## src/rtl/l1_relu_quant_serializer.sv

```systemverilog
// l1_relu_quant_serializer
//   Consumer side of the layer-1 MAC accumulator bus. A start pulse in IDLE
//   snapshots every accumulator. Each one passes through ReLU, an arithmetic
//   right shift by SHIFT and saturation to signed OUT_W. The results are then
//   streamed one per valid/ready transfer toward layer 2. A packed copy of all
//   activations is built along the way and is complete when done pulses.
//
//   Handshake: a transfer happens on a rising edge where out_valid and
//   out_ready are both high. While out_valid is high and out_ready is low,
//   out_data, out_idx and out_last hold stable. out_valid never drops
//   without a transfer, except on reset.
//
// Ports
//   clk, rst        clock (rising edge) and asynchronous active-high reset
//   start           snapshot request, honoured only in IDLE
//   acc_in_packed   N_NEURONS signed ACC_W accumulators, lane j at [j*ACC_W +: ACC_W]
//   busy            high while emitting
//   out_valid       out_data/out_idx/out_last carry an element
//   out_ready       downstream accepts the element
//   out_data        activation of neuron out_idx, range 0..2^(OUT_W-1)-1
//   out_idx         neuron index of the current element
//   out_last        marks the element at index N_NEURONS-1
//   act_packed      activation j at [j*OUT_W +: OUT_W]
//   done            one-cycle pulse after the final transfer
module l1_relu_quant_serializer #(
  parameter int N_NEURONS = 32,
  parameter int ACC_W     = 20,
  parameter int OUT_W     = 8,
  parameter int SHIFT     = 8,
  parameter int IDX_W     = 5
) (
  input  logic                       clk,
  input  logic                       rst,
  input  logic                       start,
  input  logic [N_NEURONS*ACC_W-1:0] acc_in_packed,
  output logic                       busy,
  output logic                       out_valid,
  input  logic                       out_ready,
  output logic [OUT_W-1:0]           out_data,
  output logic [IDX_W-1:0]           out_idx,
  output logic                       out_last,
  output logic [N_NEURONS*OUT_W-1:0] act_packed,
  output logic                       done
);

  typedef enum logic {IDLE, EMIT} state_t;

  localparam int                      OUT_MAX_I = (1 << (OUT_W - 1)) - 1;
  localparam logic signed [ACC_W-1:0] OUT_MAX   = ACC_W'(OUT_MAX_I);
  localparam logic [IDX_W-1:0]        LAST_IDX  = IDX_W'(N_NEURONS - 1);

  state_t                     state_q, state_d;
  // The snapshot is kept already quantised: the arithmetic is done once at
  // capture, so streaming is a plain read of a register file.
  logic [OUT_W-1:0]           snap_q [N_NEURONS];
  logic [IDX_W-1:0]           idx_q;
  logic [N_NEURONS*OUT_W-1:0] act_q;
  logic                       done_q;
  logic                       capture;
  logic                       xfer;
  logic                       last_xfer;

  // ReLU, then truncating arithmetic shift, then clamp to the positive
  // OUT_W range.
  function automatic logic [OUT_W-1:0] quant(input logic signed [ACC_W-1:0] a);
    logic signed [ACC_W-1:0] s;
    s = a >>> SHIFT;
    if (a < 0)             quant = '0;
    else if (s > OUT_MAX)  quant = OUT_MAX[OUT_W-1:0];
    else                   quant = s[OUT_W-1:0];
  endfunction

  always_comb begin
    state_d   = state_q;
    capture   = 1'b0;
    xfer      = 1'b0;
    last_xfer = 1'b0;
    case (state_q)
      IDLE: begin
        if (start) begin
          capture = 1'b1;
          state_d = EMIT;
        end
      end
      EMIT: begin
        xfer = out_ready;
        if (out_ready && (idx_q == LAST_IDX)) begin
          last_xfer = 1'b1;
          state_d   = IDLE;
        end
      end
      default: state_d = IDLE;
    endcase
  end

  always_ff @(posedge clk or posedge rst) begin
    if (rst) state_q <= IDLE;
    else     state_q <= state_d;
  end

  always_ff @(posedge clk or posedge rst) begin
    if (rst) begin
      for (int j = 0; j < N_NEURONS; j++) snap_q[j] <= '0;
      idx_q  <= '0;
      act_q  <= '0;
      done_q <= 1'b0;
    end else begin
      done_q <= last_xfer;
      if (capture) begin
        for (int j = 0; j < N_NEURONS; j++)
          snap_q[j] <= quant(acc_in_packed[j*ACC_W +: ACC_W]);
        idx_q <= '0;
        act_q <= '0;
      end else if (xfer) begin
        act_q[idx_q*OUT_W +: OUT_W] <= snap_q[idx_q];
        idx_q <= last_xfer ? '0 : idx_q + 1'b1;
      end
    end
  end

  assign busy       = (state_q == EMIT);
  assign out_valid  = (state_q == EMIT);
  assign out_idx    = idx_q;
  assign out_data   = snap_q[idx_q];
  assign out_last   = (state_q == EMIT) && (idx_q == LAST_IDX);
  assign act_packed = act_q;
  assign done       = done_q;

endmodule

```

## config.mk

```make
export PLATFORM = sky130hd
export DESIGN_NAME = l1_relu_quant_serializer
export DESIGN_NICKNAME = d
export VERILOG_FILES = /design/src/rtl/l1_relu_quant_serializer.sv
export SDC_FILE = /design/constraint.sdc
export NUM_CORES = 1
export LEC_CHECK = 0
export ABC_AREA = 0
export CORE_AREA = 2 2 354 356
export DETAILED_ROUTE_END_ITERATION = 6
export DIE_AREA = 0 0 356 358
export RECOVER_POWER = 50
export SLEW_MARGIN = 30
export SYNTH_ARGS = -nofsm -noshare
export SYNTH_HDL_FRONTEND = slang
export SYNTH_SLANG_ARGS = --single-unit
```

## constraint.sdc

```tcl
create_clock -name clk -period 40.2 [get_ports clk]
set_input_delay 4.02 -clock clk [delete_from_list [all_inputs] [get_ports clk]]
set_output_delay 4.02 -clock clk [all_outputs]
set_load 0.02 [all_outputs]
```

Word level (Yosys, flattened, before mapping)
Cells that the tools add are included.
{"block": "totals", "ff_bits": 519, "out_inout_bits": 273, "word_cells": 191, "input_bits": 644}
{"block": "classes", "bitwise_logic": 2, "n_lt_le_gt_ge": 65, "mux": 80, "n_eq_ne": 1, "addsub": 2, "n_reduce_logical": 3, "shift": 2}
{"op": "$lt 20x1->1 const B", "count": 32}
{"op": "$mux 8", "count": 66}
{"op": "$mux 256", "count": 2}
{"op": "$gt 12x8->1 const B", "count": 32}
{"op": "$bwmux 256", "count": 1}
{"op": "$shift 8x34->256 const A", "count": 1}
{"op": "$shiftx 8x34->256", "count": 1}
{"op": "$bmux 8 s5", "count": 1}
{"op": "$neg 8->34", "count": 1}
{"op": "$mux 5", "count": 3}
{"op": "$ge 6x6->1 const B", "count": 1}
{"op": "$mux 1", "count": 6}
{"op": "$not 5->6", "count": 1}
{"op": "$add 5x1->5 const B", "count": 1}
{"op": "$eq 5x5->1 const B", "count": 1}
{"op": "$logic_and 1x1->1", "count": 2}
{"op": "$pmux 1 s2", "count": 1}
{"op": "$reduce_bool 2->1", "count": 1}
{"op": "$not 1->1", "count": 1}

Depth between registers and ports, before layout
Gate-level depths: netlist of run 1.
{"block": "logic_depth", "word_depth": 8, "ltp_mapped": 15, "ltp_nobuf": 9}

Least setup slack after synthesis of run 1
No wires, ideal clock.
{"block": "synth_timing", "kind": "reg2out", "from": "reg idx_q[1] (netlist: out_idx[1])", "to": "out out_data[1]", "required_time_ns": 36.180, "n_path_buf": 4, "t_arrival_ns": 2.458, "stages_incl_launch_ff": 9, "path_slack_ns": 33.722, "cell_sequence": "dfrtp_1 buf_2 buf_2 buf_1 mux4_2 a22oi_1 o31a_1 clkbuf_1 o21ai_0"}
{"block": "synth_between", "elab_chain_cells": 4}
{"element": "from (decl)", "line": "56", "source": "logic [IDX_W-1:0] idx_q;"}
{"element": "from (signal assigned)", "line": "116", "source": "idx_q <= last_xfer ? '0 : idx_q + 1'b1;"}
{"element": "$not 5->6 (not written as such)", "line": "124", "source": "assign out_data = snap_q[idx_q];"}
{"element": "$bmux 8 s5", "line": "124"}
{"element": "$mux 8 (not written as such) (2 in a row)", "line": "124"}
{"element": "to (decl)", "line": "39", "source": "output logic [OUT_W-1:0] out_data,"}
No other way between the ends. The select of a mux whose other input is x is not followed.

==> results of run 1 <==
## sequential cells by signal, indices dropped and copies added (netlist names)
signal / flops
snap_q: 256
act_packed: 256
done: 1
busy: 1
out_idx: 5
## power breakdown
group          leakage, nW  total, mW  switching (mW)  internal, mW
Sequential            6.85      0.721          0.0883         0.633
Combinational         7.19       1.01           0.677         0.335
Clock                 1.00      0.573           0.240         0.333
Total                 15.0       2.31            1.00          1.30
## worst min-delay path by stage
stage / cells after the start / end / from
floorplan: 2 / snap_q[160] / snap_q[160]
global placement: 2 / snap_q[185] / snap_q[185]
detailed placement: 2 / snap_q[232] / snap_q[232]
CTS: 2 / snap_q[19] / snap_q[19]
global route: 2 / snap_q[19] / snap_q[19]
finish: 2 / snap_q[64] / snap_q[64]
## cells by family (layout without fill, tap and decap cells)
family	count (synthesis)	count (layout)	synth area share [%]
and+or+nand+nor	943	943	16.6
muxes	112	112	5.60
xor gates and xnor gates	2	2	0.0721
DFF	519	519	53.5
other	0	3	0
adders and majority gates	4	4	0.206
buffers and inverters	195	813	3.28
AOI/OAI and AO/OA	611	611	20.8
## placed cells by master (no fill, tap or decap), types with 32 or more instances in the layout
| cell | n |
|---|---|
| a21oi_1 | 36 |
| mux2i_1 | 64 |
| dfrtp_1 | 516 |
| mux2_2 | 32 |
| clkbuf_16 | 59 |
| nand3_1 | 53 |
| a221o_1 | 168 |
| clkdlybuf4s50_1 | 399 |
| nor2_1 | 422 |
| nand2_1 | 315 |
| o221ai_1 | 86 |
| o22ai_1 | 38 |
| o31ai_1 | 226 |
| dlygate4sd3_1 | 261 |
| or4_1 | 33 |
| buf_4 | 32 |
## tightest hold or removal path, cell delays in order (launching register included)
cell and delay [ns]:
dfrtp_1 0.34, nand2_1 0.05, o31ai_1 0.05
## routing by layer
metal / GRT usage [%] / wire, um / vias up / part of all wire (%)
li1: - / - / 10048 / -
met1: 22.7 / 48800 / 11134 / 44
met2: 27.1 / 51000 / 1043 / 46
met3: 3.59 / 8670 / 182 / 7.7
met4: 5.58 / 3440 / 2 / 3.1
met5: 0 / 18 / - / 0.016
## layout make-up
| cell class | count | area share [%] |
|---|---|---|
| tap | 1637 | 5.92 |
| timing repair buffer | 698 | 20.0 |
| multi-input combinational | 1672 | 30.5 |
| clock buffer | 81 | 4.86 |
| clock inverter | 28 | 1.09 |
| sequential | 519 | 37.6 |
| antenna | 3 | 0.0217 |
| inverter | 6 | 0.0687 |
==> flow_metrics.tcl, run 1 <==
set metrics [dict create \
    drc 0 \
    synth_top_area_share_pct 53.5 \
    register_area_sq_um 13000 \
    grt_pass1_vias 22221 \
    grt_first_pass_wirelength_um 159000 \
    maxCapViolCount 6 \
    worst_ir_drop_vdd_uv 39.8 \
    path_buf_inv 5 \
    cts_tree "built" \
    nFillCells 12983 \
    routed_wl_um 112000 \
    grt_max_degree 172 \
    holdWs_ns 0.474 \
    required_ns 40.86 \
    crit_path_start_kind "input pin" \
    rows 129 \
    path_max_fanout 96 \
    hp-class "reg -> reg" \
    setup_ws_ns 29.50 \
    synthTopCellsByCount "dfrtp_1 (519), nor2_1 (422), nand2_1 (315)" \
    yosys_warnings 0 \
    setup-violations-final 0 \
    crit_arrival_ns 11.36 \
    cts_resized 0 \
    clk_latency_ns 0.68 \
    instances_no_fill 4644 \
    p_total_mw 2.31 \
    cts_root_buffer "clkbuf_16" \
    yosysUniqueCellTypes 51 \
    post-place-cells 4532 \
    path_depth 5 \
    syn_area_sq_um 24300 \
    place_ws_ns 32.18 \
    worstSetupStartpoint "rst" \
    fin_crit_sh_pct 26.6 \
    portBuffers 660 \
    synth_edf_count 0 \
    final_nets 3604 \
    wl_per_cell_um 24.1 \
    drive_above_1_share_pct 7.29 \
    cts_made_buffers 59 \
    final_cell_area_sq_um 34600 \
    routed_via_density 4.83 \
    placed_area_sq_um 32500 \
    dr.pass1.iters 5 \
    cts.htree.levels 2 \
    synth_cells 2386 \
    ios 917 \
    leakagePower_nw 15.0 \
    fmax_mhz 93.5 \
    report.final.slew_viol_count 480 \
    worstMarginPinSlew_ns 4.36 \
    grt_usage_pct 16.9 \
    drt_iter0_drc 2029 \
    ys_ff_latch 519 \
    cts_buffer_depth 3 \
    postSynth.asyncResetShare_pct 100 \
    period_minus_slack_ns 10.70 \
    multiInputGateArea_sq_um 10600 \
    crit_type "in -> async" \
    die_w_um 356 \
    rrSetupSlack_ns 32.93 \
    postCtsSetupBuffers 0 \
    dp_hpwl_um 84500 \
    path_common_cell "buf_4" \
    hold_violations 0 \
    yosysSeqAreaShare_pct 53.5 \
    hold_buffers 0 \
    ant_nets 0 \
    antenna_found_initial 11 \
    initial_utilization_pct 19.7 \
    endpoint_kind "async pin" \
    area_growth_pct 42.4 \
    tns_ns 0 \
    crit_end "snap_q[78]" \
    reg2reg_depth 5 \
    grt_overflow 0 \
    clock_skew_ns 0.0561 \
    synth_fp_nets 3034 \
    rr_startpoint "busy" \
    rsz0062_at_grt "false" \
    p_per_area_nw_per_um2 66.7 \
    vias 22409 \
    die_height_um 358 \
    synth_area_per_cell_sq_um 10.2 \
    cts.sinks 519 \
    gp_routability_congestion 0.840 \
    status "finished with violations" \
    finalCoreUtilization_pct 28.0 \
    path_clk_slew_ns 0.06 \
    cpMaxStageDelayCell "clkbuf_1" \
    relSlewSlack_pct -192 \
    synth_area_leaders "dfrtp_1 (53%), o31ai_1 (7.0%), a221o_1 (6.9%)" \
    core_area_sq_um 123000 \
    synth-main-ff-cell "dfrtp_1" \
    yosys.area.top_type "dfrtp_1" \
    violations "max-capacitance violations, max-slew violations" \
    cpPeakStageDelay_ns 2.48 \
    dieArea_sq_um 127000 \
    crit_chain "dlygate4sd3_1, clkinvlp_2, clkbuf_1, buf_4, buf_4" \
    cpLargestDelayFamily "buffers and inverters" \
    post-synth-top-count-cell "dfrtp_1" \
    r2r_end "snap_q[206]" \
]
(Power assumes the default switching activity.)
==> run 2, diff against run 1 <==
--- a/config.mk
+++ b/config.mk
@@ -6,9 +6,9 @@
 export NUM_CORES = 1
 export LEC_CHECK = 0
 export ABC_AREA = 0
-export CORE_AREA = 2 2 354 356
+export CORE_AREA = 2 2 361 363
 export DETAILED_ROUTE_END_ITERATION = 6
-export DIE_AREA = 0 0 356 358
+export DIE_AREA = 0 0 363 365
 export RECOVER_POWER = 50
 export SLEW_MARGIN = 30
 export SYNTH_ARGS = -nofsm -noshare
==> constraint.sdc (replaced) <==
create_clock -name clk -period 9.2 [get_ports clk]
set_input_delay 0.92 -clock clk [delete_from_list [all_inputs] [get_ports clk]]
set_output_delay 0.92 -clock clk [all_outputs]
set_load 0.02 [all_outputs]
==> run 2 against run 1 <==
Net effect:
- the flow still finishes with violations (max-capacitance violations, max-slew violations)
- non-clock buffer count shrank 2
- worst hold slack is essentially flat
- die area grew 4.0%
- cell area shrank 0.17%
- largest power group unchanged
==> flow_metrics.tcl, run 2 (synthesis results as in run 1) <==
set metrics [dict create \
    grt_usage_pct 16.6 \
    clockPowerShare_pct 24.1 \
    fmax_mhz 154 \
    clock_skew_ns 0.0432 \
    setup-violations-final 0 \
    maxCapViolCount 6 \
    antenna_found_initial 16 \
    worstSetupStartpoint "busy" \
    worstMarginPinSlew_ns 3.73 \
    instances_no_fill 4683 \
    routed_via_density 4.79 \
    grt_first_pass_wirelength_um 159000 \
    setup_ws_ns 2.71 \
    rr_startpoint "busy" \
    hold_buffers 0 \
    ios 917 \
    die_height_um 365 \
    area_growth_pct 42.1 \
    required_ns 9.70 \
    final_nets 3603 \
    place_ws_ns 4.25 \
    p_per_area_nw_per_um2 290 \
    relSlewSlack_pct -148 \
    initial_utilization_pct 18.9 \
    p_sw_mw 4.41 \
    hp-start "snap_q[227]" \
    wl_per_cell_um 24.4 \
    postCtsSetupBuffers 0 \
    status "finished with violations" \
    p_total_mw 10.0 \
    drt_iter0_drc 2037 \
    tns_ns 0 \
    dp_hpwl_um 84900 \
    dr.pass1.iters 5 \
    cts_made_buffers 60 \
    leakagePower_nw 14.9 \
    seq_power_share_pct 31.9 \
    clk_latency_ns 0.67 \
    violations "max-capacitance violations, max-slew violations" \
    path_clk_slew_ns 0.06 \
    path_max_fanout 163 \
    drive_above_1_share_pct 6.96 \
    cts_root_buffer "clkbuf_16" \
    placed_area_sq_um 32600 \
    internal_power_mw 5.59 \
    final_cell_area_sq_um 34500 \
    holdWs_ns 0.474 \
    period_minus_slack_ns 6.49 \
    cts_resized 0 \
    core_area_sq_um 129000 \
    grt_max_degree 240 \
    rrSetupSlack_ns 2.71 \
    final_cell_mix "dfrtp_1 (515), clkdlybuf4s50_1 (431), nor2_1 (422)" \
    worst_ir_drop_vdd_uv 214 \
    finalCoreUtilization_pct 26.8 \
    crit_type "reg -> reg" \
    fin_crit_sh_pct 70.5 \
    routed_wl_um 114000 \
    swShare_pct 44.1 \
    hp-class "reg -> reg" \
    drc 0 \
    ant_nets 0 \
    rows 132 \
    cts_buffer_depth 3 \
    die_w_um 363 \
    cts.htree.levels 2 \
    p_comb_share_pct 44.0 \
    portBuffers 660 \
    cts.sinks 519 \
    post-place-cells 4565 \
    dieArea_sq_um 132000 \
    grt_pass1_vias 22142 \
    rsz0062_at_grt "false" \
    vias 22413 \
    cts_tree "built" \
    layout_commonest_cell "dfrtp_1" \
    crit_path_start_kind "register" \
    gp_routability_congestion 0.854 \
    hold_violations 0 \
    crit_arrival_ns 6.99 \
    report.final.slew_viol_count 487 \
    endpoint_kind "register" \
    grt_overflow 0 \
]
-- run 2: power groups by stage --
stage	clock (mW)	combinational (mW)	sequential (mW)
final	2.41	4.40	3.19
after global routing	2.55	4.65	3.24
after CTS	2.47	4.52	3.21
after detailed placement	0	4.51	3.24
after global placement	0	4.47	3.24
after floorplan	0	1.79	3.48
-- run 2: final cells by class --
class	instances	area, sq um
antenna	7	17.5
clock buffer	85	1680
clock inverter	23	255
fill	13479	94100
inverter	6	23.8
multi-input combinational	1672	10600
sequential	519	13000
tap	1675	2100
timing repair buffer	696	6900
-- run 2: path summary, 6_finish.rpt --
path | endpoint | depth (start not counted)
min reg2reg | snap_q[227] | 2
min in group asynchronous | snap_q[236] | 2
min | snap_q[227] | 2
max in group asynchronous | act_packed[155] | 4
max | snap_q[138] | 5
max reg2reg | snap_q[138] | 5
-- run 2: worst max-delay path, cell delays in order, from the launching register on --
cell      delay (ns)
dfrtp_1         0.67
nand2b_1        0.52
clkbuf_1        2.22
clkbuf_2        2.37
nand2_1         0.22
o31ai_1         0.16
-- run 2: layer usage --
layer | GRT usage (%) | up-vias | part of all wire (%)
li1 | - | 10033 | -
met1 | 21.8 | 11094 | 43
met2 | 26.4 | 1085 | 45
met3 | 4.16 | 199 | 8.6
met4 | 5.78 | 2 | 3.3
met5 | 0 | - | 0.0096
